[config.mk]
export PLATFORM = sky130hd
export DESIGN_NAME = mips_int_ctrl
export DESIGN_NICKNAME = d
export VERILOG_FILES = /design/src/rtl/mips_cp0_pkg.sv /design/src/rtl/irq_edge_sync.sv /design/src/rtl/mips_int_ctrl.sv
export SDC_FILE = /design/constraint.sdc
export NUM_CORES = 1
export LEC_CHECK = 0
export BUFFER_PORTS_ARGS = -buffer_cell sky130_fd_sc_hd__buf_2
export CAP_MARGIN = 25
export CORE_MARGIN = 2
export CORE_UTILIZATION = 40
export CTS_BUF_LIST = sky130_fd_sc_hd__clkbuf_4 sky130_fd_sc_hd__clkbuf_8
export DETAILED_ROUTE_END_ITERATION = 7
export PLACE_DENSITY = 0.74
export SLEW_MARGIN = 20
export SYNTH_ARGS = -nofsm -noshare
export SYNTH_HDL_FRONTEND = slang
export SYNTH_SLANG_ARGS = --single-unit
export TNS_END_PERCENT = 100
[constraint.sdc]
create_clock -name i_clk -period 1.7 [get_ports i_clk]
set_input_delay 0.085 -clock i_clk [delete_from_list [all_inputs] [get_ports i_clk]]
set_output_delay 0.085 -clock i_clk [all_outputs]
set_load 0.02 [all_outputs]
[src/rtl/mips_cp0_pkg.sv]
// Shared CP0 definitions for the interrupt controller: register numbers,
// field positions, FSM states and the lowest-pending-line helper.
package mips_cp0_pkg;

    localparam logic [4:0] CP0_STATUS = 5'd12;
    localparam logic [4:0] CP0_CAUSE  = 5'd13;
    localparam logic [4:0] CP0_EPC    = 5'd14;

    localparam int STATUS_IE     = 0;
    localparam int STATUS_EXL    = 1;
    localparam int STATUS_IM_LSB = 10;
    localparam int CAUSE_IP_LSB  = 10;
    localparam int CAUSE_EXC_LSB = 2;

    localparam int IRQ_MAX = 6;

    localparam logic [4:0] EXC_INT = 5'd0;

    typedef enum logic [1:0] {
        ST_IDLE    = 2'd0,
        ST_REQ     = 2'd1,
        ST_SERVICE = 2'd2
    } int_state_e;

    // Line 0 has the highest priority.
    function automatic logic [2:0] lowest_irq(input logic [IRQ_MAX-1:0] hit);
        logic [2:0] id;
        id = '0;
        for (int i = IRQ_MAX - 1; i >= 0; i--) begin
            if (hit[i]) id = 3'(i);
        end
        return id;
    endfunction

endpackage

[src/rtl/irq_edge_sync.sv]
// Rising-edge detector for the external interrupt lines, with an optional
// two-flop synchronizer in front when MIPS_INT_SYNC_EN is defined.
module irq_edge_sync #(
    parameter int N_IRQ = 6
) (
    input  logic             i_clk,
    input  logic             i_rst,
    input  logic [N_IRQ-1:0] i_irq,
    output logic [N_IRQ-1:0] o_edge
);

    logic [N_IRQ-1:0] line;
    logic [N_IRQ-1:0] prev_q;
    logic [N_IRQ-1:0] prev_d;

`ifdef MIPS_INT_SYNC_EN
    logic [N_IRQ-1:0] sync1_q;
    logic [N_IRQ-1:0] sync1_d;
    logic [N_IRQ-1:0] sync2_q;
    logic [N_IRQ-1:0] sync2_d;

    always_comb begin
        sync1_d = i_irq;
        sync2_d = sync1_q;
    end

    // Reset high so a line already asserted at reset release gives no edge.
    always_ff @(posedge i_clk) begin
        if (i_rst) begin
            sync1_q <= '1;
            sync2_q <= '1;
        end else begin
            sync1_q <= sync1_d;
            sync2_q <= sync2_d;
        end
    end

    assign line = sync2_q;
`else
    assign line = i_irq;
`endif

    always_comb begin
        prev_d = line;
        o_edge = line & ~prev_q;
    end

    always_ff @(posedge i_clk) begin
        if (i_rst) prev_q <= '1;
        else       prev_q <= prev_d;
    end

endmodule

[src/rtl/mips_int_ctrl.sv]
// Interrupt controller plus Status/Cause/EPC for the single-cycle MIPS core.
// Define MIPS_INT_SYNC_EN to synchronize i_irq (see irq_edge_sync).
//   state      | meaning
//   ST_IDLE    | nothing pending and enabled
//   ST_REQ     | o_int_req high, waiting for the core to take it
//   ST_SERVICE | handler running (EXL set), waiting for ERET
module mips_int_ctrl
    import mips_cp0_pkg::*;
#(
    parameter int          N_IRQ       = 6,
    parameter logic [31:0] VECTOR_ADDR = 32'h0000_0180
) (
    input  logic             i_clk,
    input  logic             i_rst,
    input  logic [N_IRQ-1:0] i_irq,
    input  logic [31:0]      i_pc,
    input  logic             i_int_ack,
    input  logic             i_eret,
    input  logic             i_cp0_we,
    input  logic [4:0]       i_cp0_addr,
    input  logic [31:0]      i_cp0_wdata,
    output logic [31:0]      o_cp0_rdata,
    output logic             o_int_req,
    output logic [31:0]      o_vector,
    output logic [31:0]      o_epc,
    output logic [2:0]       o_irq_id
);

    logic [N_IRQ-1:0] irq_edge;

    int_state_e       state_q,   state_d;
    logic             ie_q,      ie_d;
    logic             exl_q,     exl_d;
    logic [N_IRQ-1:0] im_q,      im_d;
    logic [N_IRQ-1:0] ip_q,      ip_d;
    logic [31:0]      epc_q,     epc_d;
    logic [2:0]       irq_id_q,  irq_id_d;
    logic             int_req_q, int_req_d;

    logic                 wr_status, wr_cause, wr_epc;
    logic                 pend;
    logic [IRQ_MAX-1:0]   hit_ext;
    logic [31:0]          status_word, cause_word;

    irq_edge_sync #(.N_IRQ(N_IRQ)) u_edge (
        .i_clk  (i_clk),
        .i_rst  (i_rst),
        .i_irq  (i_irq),
        .o_edge (irq_edge)
    );

    always_comb begin
        hit_ext              = '0;
        hit_ext[N_IRQ-1:0]   = ip_q & im_q;
    end

    assign pend      = ie_q & ~exl_q & (|(ip_q & im_q));
    assign wr_status = i_cp0_we && (i_cp0_addr == CP0_STATUS);
    assign wr_cause  = i_cp0_we && (i_cp0_addr == CP0_CAUSE);
    assign wr_epc    = i_cp0_we && (i_cp0_addr == CP0_EPC);

    always_comb begin
        state_d  = state_q;
        ie_d     = ie_q;
        exl_d    = exl_q;
        im_d     = im_q;
        epc_d    = epc_q;
        irq_id_d = irq_id_q;

        // A fresh edge beats a W1C of the same bit.
        ip_d = wr_cause ? (ip_q & ~i_cp0_wdata[CAUSE_IP_LSB +: N_IRQ]) : ip_q;
        ip_d = ip_d | irq_edge;

        if (wr_status) begin
            ie_d  = i_cp0_wdata[STATUS_IE];
            exl_d = i_cp0_wdata[STATUS_EXL];
            im_d  = i_cp0_wdata[STATUS_IM_LSB +: N_IRQ];
        end
        if (wr_epc) epc_d = i_cp0_wdata;

        // FSM updates come last so they override a coincident MTC0.
        case (state_q)
            ST_IDLE: begin
                if (pend) state_d = ST_REQ;
            end
            ST_REQ: begin
                if (i_int_ack) begin
                    state_d  = ST_SERVICE;
                    epc_d    = i_pc;
                    exl_d    = 1'b1;
                    irq_id_d = lowest_irq(hit_ext);
                end else if (!pend) begin
                    state_d = ST_IDLE;
                end
            end
            ST_SERVICE: begin
                if (i_eret) begin
                    state_d = ST_IDLE;
                    exl_d   = 1'b0;
                end
            end
            default: state_d = ST_IDLE;
        endcase

        int_req_d = (state_d == ST_REQ);
    end

    always_ff @(posedge i_clk) begin
        if (i_rst) begin
            state_q   <= ST_IDLE;
            ie_q      <= 1'b0;
            exl_q     <= 1'b0;
            im_q      <= '0;
            ip_q      <= '0;
            epc_q     <= '0;
            irq_id_q  <= '0;
            int_req_q <= 1'b0;
        end else begin
            state_q   <= state_d;
            ie_q      <= ie_d;
            exl_q     <= exl_d;
            im_q      <= im_d;
            ip_q      <= ip_d;
            epc_q     <= epc_d;
            irq_id_q  <= irq_id_d;
            int_req_q <= int_req_d;
        end
    end

    always_comb begin
        status_word                              = '0;
        status_word[STATUS_IE]                   = ie_q;
        status_word[STATUS_EXL]                  = exl_q;
        status_word[STATUS_IM_LSB +: N_IRQ]      = im_q;

        cause_word                               = '0;
        cause_word[CAUSE_IP_LSB +: N_IRQ]        = ip_q;
        cause_word[CAUSE_EXC_LSB +: 5]           = EXC_INT;

        case (i_cp0_addr)
            CP0_STATUS: o_cp0_rdata = status_word;
            CP0_CAUSE:  o_cp0_rdata = cause_word;
            CP0_EPC:    o_cp0_rdata = epc_q;
            default:    o_cp0_rdata = '0;
        endcase
    end

    assign o_int_req = int_req_q;
    assign o_vector  = VECTOR_ADDR;
    assign o_epc     = epc_q;
    assign o_irq_id  = irq_id_q;

endmodule

==> results of run 1 <==
==> timing repair <==
item                       4_1_cts  5_1_grt
resized for setup                0        3
buffers inserted                 0        0
hold buffers                     9        0
hold endpoints to repair         9        0
setup endpoints to repair        0       15
==> worst min-delay path, cell delays in order <==
cell      delay (ns)
buf_2           0.10
nand2_1         0.05
a311oi_1        0.08
==> how the worst max path moves through the flow <==
stage                          startpoint                        to  slack, ns  depth (start not counted)
floorplan           state_q[1]$_SDFF_PP0_  o_irq_id[2]$_SDFFE_PP0P_       0.15                          7
global placement    state_q[1]$_SDFF_PP0_      o_epc[25]$_SDFF_PP0_       0.18                          6
detailed placement  state_q[1]$_SDFF_PP0_       o_epc[8]$_SDFF_PP0_       0.08                          6
CTS                 state_q[1]$_SDFF_PP0_      o_epc[28]$_SDFF_PP0_       0.08                          6
global route        state_q[0]$_SDFF_PP0_      o_int_req$_SDFF_PP0_     -0.002                          7
finish              state_q[0]$_SDFF_PP0_      o_int_req$_SDFF_PP0_       0.11                          7
==> per-stage QoR <==
step | std cells | util (%)
after floorplan | 417 | -
after global placement | 619 | 50.3
after detailed placement | 619 | 50.3
after CTS | 643 | 53.7
after global routing | 643 | 53.8
final | 643 | 53.8
==> synth_stat cells (all sizes together) <==
master,instances,area [um^2]
nand2,90,340
dfxtp,58,1160
nor2,49,184
buf,37,289
a311oi,33,352
and2,28,175
clkbuf,21,78.8
a21oi,10,50.1
a22oi,9,67.6
nor2b,8,50.1
mux2i,7,70.1
or2,6,37.5
ha,4,50.1
o21ai,3,15.0
a22o,2,17.5
a32oi,2,17.5
conb,2,7.51
inv,2,7.51
nand3b,2,15.0
nor3,2,10.0
nor3b,2,15.0
a31oi,1,6.26
and3,1,6.26
and4bb,1,12.5
mux2,1,11.3
nand3,1,5.00
nor4,1,6.26
nor4b,1,23.8
nor4bb,1,10.0
o211ai,1,7.51
o21a,1,7.51
==> area by class of cell <==
cell class / instances / area share (%)
multi-input combinational: 299 / 41.4
clock buffer: 10 / 3.36
sequential: 58 / 28.4
clock inverter: 5 / 0.764
timing repair buffer: 167 / 22.8
inverter: 2 / 0.183
tap: 102 / 3.12
==> cells by family after synthesis <==
kind of cell    count (synthesis)  synth area share (%)
compound gates                 62                  17.4
fa+ha+maj                       4                  1.61
other cells                     2                 0.242
mux                             8                  2.62
flops                          58                  37.4
simple gates                  193                  28.7
buf+inv                        60                  12.1
==> power groups by stage <==
stage	clock, mW	combinational, mW	sequential (mW)
CTS	1.14	0.281	1.40
floorplan	0	0.188	1.43
global route	1.21	0.310	1.40
finish	1.11	0.284	1.40
global placement	0	0.261	1.43
detailed placement	0	0.264	1.43
==> state kept, by name (all words and copies together), names as in the netlist <==
signal         flops
o_epc             32
im_q               6
ip_q               6
u_edge.prev_q      6
o_irq_id           3
state_q            2
exl_q              1
ie_q               1
o_int_req          1
==> cell usage in the layout, fill, tap and decap left out, types with 6 or more instances in the layout <==
| master | n |
|---|---|
| or2_2 | 6 |
| a21oi_1 | 10 |
| a311oi_1 | 23 |
| nor2b_1 | 7 |
| clkbuf_8 | 10 |
| a22oi_1 | 9 |
| dlygate4sd3_1 | 9 |
| buf_4 | 9 |
| a311oi_2 | 10 |
| conb_1 | 32 |
| mux2i_1 | 7 |
| nor2_1 | 49 |
| and2_1 | 27 |
| dfxtp_1 | 57 |
| nand2_1 | 88 |
| buf_2 | 147 |
==> metal layers <==
metal  part of all wire [%]  routed length (um)  vias up  global-route usage (%)
li1                       -                   -     1545                       -
met1                     42                3580     1450                    24.2
met2                     50                4270      124                    36.1
met3                    6.2                 529        9                    5.42
met4                    1.1                  91        0                    7.21
met5                      0                   0        -                       0
==> impl_metrics.csv, run 1 <==
group,metric,value,unit
power_and_ir_drop,switching_share,26.4,%
critical_path,required,1.92,ns
critical_path,crit_family,"compound AO/OA/AOI/OAI gates",
placed_design,routabilityCongestion,0.815,
timing,setup_ws,0.115,ns
critical_path,crit_path_cell_trace,"inv_1, ha_1, nor2b_2, o21a_1, o21ai_0, o21ai_0, and2_1",
critical_path,cp-start-kind,"flop",
critical_path,max_stage_delay,0.40,ns
critical_path,critPathKind,"flop to flop",
final_layout,multiInputGateArea,1690,um^2
grt,grt_pass1_vias,3004,
final_layout,final_cell_area,4090,um^2
timing,hold_slack,0.0192,ns
detailed_routing,viasPerCell,4.86,
die,core_area,7610,um^2
synthesis,syn_area,3110,um^2
detailed_routing,drtAntennaViolNets,0,
timing,fmax,631,MHz
grt,grt_pass1_wl,14.0,mm
final_layout,syn2layout_area_growth,31.7,%
clock_tree,tritoncts,"done",
synthesis,ys_seq_elements,58,
grt,grt_overflow,0,
critical_path,rr_worst_depth,7,
detailed_routing,wire_per_inst,13.2,um
detailed_routing,routed_wl,8.47,mm
synthesis,syn_inst,387,
final_layout,fill_cells,737,
placed_design,placed_area,3820,um^2
critical_path,end_kind,"flop",
power_and_ir_drop,p_leak,1.98,nW
die,chipHeight,92.1,um
min_path,min_to,"o_epc[30]$_SDFF_PP0_",
timing,finalSetupTns,0,ns
critical_path,r2r_setup_slack,0.11,ns
min_path,hold_depth,3,
die,ioPinCount,180,
detailed_routing,via_count,3128,
synthesis,ys_warn_count,0,
timing,setup_viol,0,
final_layout,diodes,0,
timing,slew_violations,0,
clock_tree,htreeDepth,3,
synthesis,ys_seq_area_share,37.4,%
clock_tree,clock-root-buffer,"clkbuf_8",
critical_path,arrival,1.80,ns
final_layout,drive_above_1_share,36.2,%
die,die-area,8490,um^2
clock_tree,cts_buffers,9,
detailed_routing,dr.pass1.iters,4,
grt,track_usage,20.6,%
power_and_ir_drop,power.total,2.79,mW
clock_tree,cts_sinks,58,
critical_path,cpMaxStageDelayCell,"dfxtp_1",
run_status,status,"finished, final reports clean",
timing,period_needed,1.59,ns
power_and_ir_drop,peakVddDrop,0.428,mV
timing,fin_skew,0.00844,ns
synthesis,synthDistinctLibCells,35,
power_and_ir_drop,p_int,2.05,mW
die,rows,32,
final_layout,layout.area.seq,1160,um^2
die,initial_core_util,40.8,%
grt,antenna_found_initial,0,
grt,grt_max_degree,43,
power_and_ir_drop,clkPwrFrac,39.7,%
timing,hold_viol_final,0,
min_path,min_from,"i_cp0_wdata[30]",
final_layout,nets,621,
critical_path,r2r-start,"state_q[0]$_SDFF_PP0_",
power_and_ir_drop,power_frac_comb,10.2,%
critical_path,rr_endpoint,"o_int_req$_SDFF_PP0_",
critical_path,critPathBufInv,1,
power_and_ir_drop,p_per_area,681,nW/um^2
critical_path,cpMostUsedCell,"o21ai_0",
flow_run,drv_cap,0,
die,die_x,92.1,um
placed_design,place_hpwl,6.21,mm
placed_design,port_buffers,147,
power_and_ir_drop,p_seq_share,50.1,%
critical_path,cp_max_fo,5,
synthesis,syn_area_per_cell,8.03,um^2
power_and_ir_drop,switching_power,0.736,mW
detailed_routing,drt-initial-drc-count,101,
timing,fin_crit_sh,93.3,%
min_path,min_path_type,"input port to flop",
clock_tree,clock_path_buffers,2,
detailed_routing,drc_errors,0,
clock_tree,clk_pin_slew_worst_paths,0.07,ns
clock_tree,clk_latency,0.33,ns
placed_design,dp_slack,0.0781,ns
No activity file was read; power rests on OpenSTA's default activity.
==> run 2: changes to the inputs <==
Settings changed: PLACE_DENSITY 0.74 to not set, PLACE_DENSITY_LB_ADDON set to 0.12.
Clock period 1.7 ns to 2 ns, I/O delays scaled along.
==> impl_metrics.csv, run 2 (synthesis results as in run 1) <==
group,metric,value,unit
clock_tree,clock-root-buffer,"clkbuf_8",
clock_tree,tritoncts,"done",
die,rows,32,
detailed_routing,viasPerCell,4.74,
clock_tree,clk_pin_slew_worst_paths,0.07,ns
critical_path,critPathKind,"flop to flop",
final_layout,final_cell_area,4050,um^2
grt,grt_max_degree,65,
clock_tree,cts_buffers,9,
flow_run,drv_cap,0,
critical_path,cp_max_fo,64,
critical_path,max_stage_delay,0.42,ns
run_status,status,"finished, final reports clean",
final_layout,nets,615,
critical_path,cp-start-kind,"flop",
critical_path,r2r-start,"state_q[1]$_SDFF_PP0_",
final_layout,fill_cells,771,
clock_tree,cts_hold_buf,6,
critical_path,critPathBufInv,2,
placed_design,placed_area,3800,um^2
critical_path,arrival,1.89,ns
timing,period_needed,1.67,ns
die,core_area,7610,um^2
detailed_routing,wire_per_inst,13.3,um
min_path,min_from,"i_cp0_wdata[30]",
power_and_ir_drop,peakVddDrop,0.344,mV
final_layout,multiInputGateArea,1690,um^2
die,die-area,8490,um^2
timing,fin_skew,0.0111,ns
grt,track_usage,19.6,%
critical_path,rr_endpoint,"o_epc[18]$_SDFF_PP0_",
min_path,min_to,"o_epc[30]$_SDFF_PP0_",
timing,hold_viol_final,0,
grt,grt_overflow,0,
die,ioPinCount,180,
die,die_x,92.1,um
critical_path,end_kind,"flop",
grt,grt_pass1_vias,2820,
critical_path,crit_family,"flip-flops",
clock_tree,htreeDepth,3,
clock_tree,cts_resized,0,
final_layout,syn2layout_area_growth,30.5,%
power_and_ir_drop,power.total,2.48,mW
die,chipHeight,92.1,um
timing,hold_slack,0.0449,ns
clock_tree,clock_path_buffers,2,
final_layout,fin_cells,636,
timing,fmax,598,MHz
timing,slew_violations,0,
die,initial_core_util,40.8,%
timing,fin_crit_sh,83.6,%
detailed_routing,drc_errors,0,
placed_design,routabilityCongestion,0.841,
detailed_routing,routed_wl,8.45,mm
final_layout,final_common_cell,"buf_2",
placed_design,port_buffers,147,
final_layout,diodes,0,
detailed_routing,via_count,3016,
clock_tree,cts_sinks,58,
final_layout,layout.area.seq,1160,um^2
detailed_routing,drt-initial-drc-count,88,
critical_path,required,2.22,ns
placed_design,place_hpwl,6.16,mm
timing,setup_viol,0,
clock_tree,clk_latency,0.32,ns
min_path,hold_depth,3,
grt,antenna_found_initial,0,
final_layout,largest_reg_flops,32,
placed_design,dpl.cell_count,616,
detailed_routing,drtAntennaViolNets,0,
final_layout,drive_above_1_share,35.6,%
power_and_ir_drop,p_leak,1.96,nW
clock_tree,post-cts-setup-buffer-count,0,
critical_path,cpMaxStageDelayCell,"dfxtp_1",
detailed_routing,dr.pass1.iters,4,
grt,grt_pass1_wl,13.4,mm
timing,rsz0062_at_grt,"false",
power_and_ir_drop,p_per_area,613,nW/um^2
timing,finalSetupTns,0,ns
critical_path,rr_worst_depth,6,
critical_path,r2r_setup_slack,0.33,ns
min_path,min_path_type,"input port to flop",
final_layout,mostFrequentLayoutCells,"147 x buf_2, 88 x nand2_1, 58 x dfxtp_1, 49 x nor2_1, 32 x conb_1",
critical_path,crit_path_cell_trace,"inv_1, ha_1, nand2_2, buf_12, nor2_1, a311oi_1",
==> run 2: worst max-delay path by stage <==
| stage | start | end | slack [ns] | depth (start not counted) |
|---|---|---|---|---|
| after floorplan | state_q[1]$_SDFF_PP0_ | o_irq_id[2]$_SDFFE_PP0P_ | 0.45 | 7 |
| after global placement | state_q[1]$_SDFF_PP0_ | o_epc[31]$_SDFF_PP0_ | 0.41 | 6 |
| after detailed placement | state_q[1]$_SDFF_PP0_ | o_epc[6]$_SDFF_PP0_ | 0.34 | 6 |
| after CTS | state_q[1]$_SDFF_PP0_ | o_epc[6]$_SDFF_PP0_ | 0.33 | 6 |
| after global routing | state_q[1]$_SDFF_PP0_ | o_epc[7]$_SDFF_PP0_ | 0.20 | 6 |
| final | state_q[1]$_SDFF_PP0_ | o_epc[18]$_SDFF_PP0_ | 0.33 | 6 |
==> run 2: cell type report <==
cell class | count | area share, %
clock inverters | 3 | 0.988
flip-flops and latches | 58 | 28.6
repair buffers | 161 | 21.7
inverters | 2 | 0.185
well taps | 102 | 3.15
multi-input cells | 299 | 41.6
clock buffers | 11 | 3.73
==> run 2: tightest hold or removal path, cell delays in order <==
cell	delay (ns)
buf_2	0.10
nand2_1	0.05
a311oi_1	0.07
==> run 2: power breakdown <==
group / internal, mW / total [mW] / switching [mW]
logic: 0.0936 / 0.235 / 0.141
clock network: 0.625 / 1.06 / 0.438
registers: 1.17 / 1.19 / 0.0129
total: 1.89 / 2.48 / 0.592
==> run 2: metal layers <==
metal / global-route usage (%) / wire length (um) / vias to the layer above
li1: - / - / 1535
met1: 24.2 / 3820 / 1376
met2: 34.1 / 4040 / 97
met3: 4.35 / 503 / 8
met4: 5.72 / 84 / 0
met5: 0 / 0 / -
==> run 2: stage by stage <==
stage / worst slack [ns] / utilization [%]
6_report: 0.327 / 53.3
4_1_cts: 0.333 / 53.3
3_5_place_dp: 0.339 / 50.0
5_1_grt: 0.196 / 53.3
2_1_floorplan: 0.451 / -
3_3_place_gp: 0.406 / 50.0
==> run 3: changes to the inputs <==
Clock period 2 ns to 1.49 ns, I/O delays scaled along.
==> impl_metrics.csv, run 3 (synthesis results as in run 1) <==
group,metric,value,unit
clock_tree,clk_pin_slew_worst_paths,0.07,ns
run_status,status,"finished, final reports clean",
detailed_routing,drt-initial-drc-count,124,
critical_path,critPathKind,"flop to flop",
final_layout,final_common_cell,"buf_2",
timing,fmax,702,MHz
placed_design,place_hpwl,6.42,mm
critical_path,crit_path_cell_trace,"inv_1, ha_2, nand2_2, buf_6, nor2_1, a311oi_1",
clock_tree,clock_path_buffers,2,
critical_path,cp-start-kind,"flop",
clock_tree,cts_buffers,9,
die,initial_core_util,40.8,%
die,die-area,8490,um^2
placed_design,dpl.cell_count,627,
final_layout,diodes,0,
die,rows,32,
power_and_ir_drop,switching_power,0.857,mW
critical_path,arrival,1.66,ns
critical_path,end_kind,"flop",
detailed_routing,routed_wl,9.07,mm
grt,grt_overflow,0,
clock_tree,tritoncts,"done",
critical_path,critPathBufInv,2,
timing,fin_crit_sh,95.6,%
power_and_ir_drop,power_frac_comb,10.0,%
grt,antenna_found_initial,0,
die,core_area,7610,um^2
die,chipHeight,92.1,um
power_and_ir_drop,p_int,2.73,mW
die,ioPinCount,180,
power_and_ir_drop,p_seq_share,44.3,%
placed_design,port_buffers,147,
power_and_ir_drop,p_per_area,819,nW/um^2
timing,period_needed,1.43,ns
grt,grt_pass1_wl,13.7,mm
placed_design,routabilityCongestion,0.808,
critical_path,max_stage_delay,0.35,ns
grt,grt_pass1_vias,2810,
detailed_routing,drc_errors,0,
die,die_x,92.1,um
power_and_ir_drop,clkPwrFrac,45.7,%
timing,hold_slack,0.0190,ns
power_and_ir_drop,power.total,3.59,mW
final_layout,drive_above_1_share,38.1,%
timing,rsz0062_at_grt,"true",
power_and_ir_drop,p_leak,2.11,nW
final_layout,fill_cells,735,
flow_run,drv_cap,0,
clock_tree,htreeDepth,3,
final_layout,syn2layout_area_growth,41.0,%
clock_tree,clk_latency,0.33,ns
grt,grt_max_degree,47,
final_layout,layout.area.seq,1160,um^2
final_layout,mostFrequentLayoutCells,"147 x buf_2, 88 x nand2_1, 57 x dfxtp_1, 49 x nor2_1, 32 x conb_1",
critical_path,crit_family,"flip-flops",
clock_tree,clock-root-buffer,"clkbuf_8",
final_layout,multiInputGateArea,1720,um^2
power_and_ir_drop,peakVddDrop,0.499,mV
timing,hold_viol_final,0,
final_layout,largest_reg_flops,32,
critical_path,cpMaxStageDelayCell,"dfxtp_1",
min_path,min_path_type,"input port to flop",
detailed_routing,viasPerCell,4.77,
grt,track_usage,20.1,%
timing,fin_skew,0.00743,ns
power_and_ir_drop,switching_share,23.9,%
detailed_routing,dr.pass1.iters,4,
critical_path,cp_max_fo,18,
detailed_routing,wire_per_inst,13.7,um
final_layout,fin_cells,664,
detailed_routing,via_count,3164,
timing,setup_viol,0,
detailed_routing,drtAntennaViolNets,0,
timing,slew_violations,0,
clock_tree,cts_sinks,58,
final_layout,nets,641,
critical_path,required,1.73,ns
run 3: cell count changes in the layout (fill, tap and decap cells not counted), moves of 2 or more:
| cell | delta |
|---|---|
| o21ai_2 | +2 |
| dlygate4sd3_1 | +14 |
| buf_4 | +10 |
| a22oi_2 | +3 |
| o21ai_0 | -2 |
| a22oi_1 | -3 |
run 3: metal layers:
metal	vias to the layer above	routed length, um	part of all wire (%)	track usage, %
met5	-	0	0	0
met4	0	111	1.2	7.34
met3	8	579	6.4	4.27
met2	121	4430	49	34.3
met1	1447	3940	43	24.9
li1	1588	-	-	-
run 3: final timing paths:
check	from	end	slack, ns	depth (start not counted)
setup reg to reg	state_q[1]$_SDFF_PP0_	o_epc[8]$_SDFF_PP0_	0.06	6
hold / removal	i_pc[18]	o_epc[18]$_SDFF_PP0_	0.02	3
setup / recovery	state_q[1]$_SDFF_PP0_	o_epc[8]$_SDFF_PP0_	0.06	6
hold reg to reg	o_irq_id[0]$_SDFFE_PP0P_	o_irq_id[0]$_SDFFE_PP0P_	0.46	2
run 3: repair_timing:
| action | in CTS | in global routing |
|---|---|---|
| cloned | 0 | 1 |
| setup endpoints to repair | 2 | 35 |
| hold buffers | 20 | 0 |
| buffers inserted | 0 | 0 |
| endpoints found under the hold margin | 20 | 0 |
| pin swaps | 0 | 1 |
| resized for setup | 2 | 12 |
run 3: final cells by class:
type,count,share of cell area (%)
clock buffers,11,3.31
clock inverters,5,1.77
inverters,2,0.171
multi-input cells,299,39.4
flip-flops and latches,58,26.6
well taps,102,2.91
repair buffers,187,25.9
run 3: worst min-delay path: cells and delay by family:
| family | cells | cell delay (ns) |
|---|---|---|
| compound gates | 1 | 0.05 |
| buf+inv | 1 | 0.10 |
| simple gates | 1 | 0.09 |
run 3: power groups by stage:
stage / clock network, mW / logic (mW) / registers (mW)
floorplan: 0 / 0.214 / 1.63
global placement: 0 / 0.315 / 1.63
detailed placement: 0 / 0.315 / 1.63
CTS: 1.69 / 0.355 / 1.59
global route: 1.74 / 0.386 / 1.59
finish: 1.64 / 0.358 / 1.59
run 3: stage by stage:
stage | utilization (%) | setup WS [ns] | setup TNS, ns | instance area (um^2)
after global routing | 57.6 | -0.0305 | -0.177 | 4380
after floorplan | - | -0.00864 | -0.0518 | 3220
final | 57.6 | 0.0649 | 0 | 4380
after detailed placement | 51.1 | -0.0490 | -0.0711 | 3880
after CTS | 56.7 | 0.00387 | 0 | 4320
after global placement | 51.1 | 0.0351 | 0 | 3880
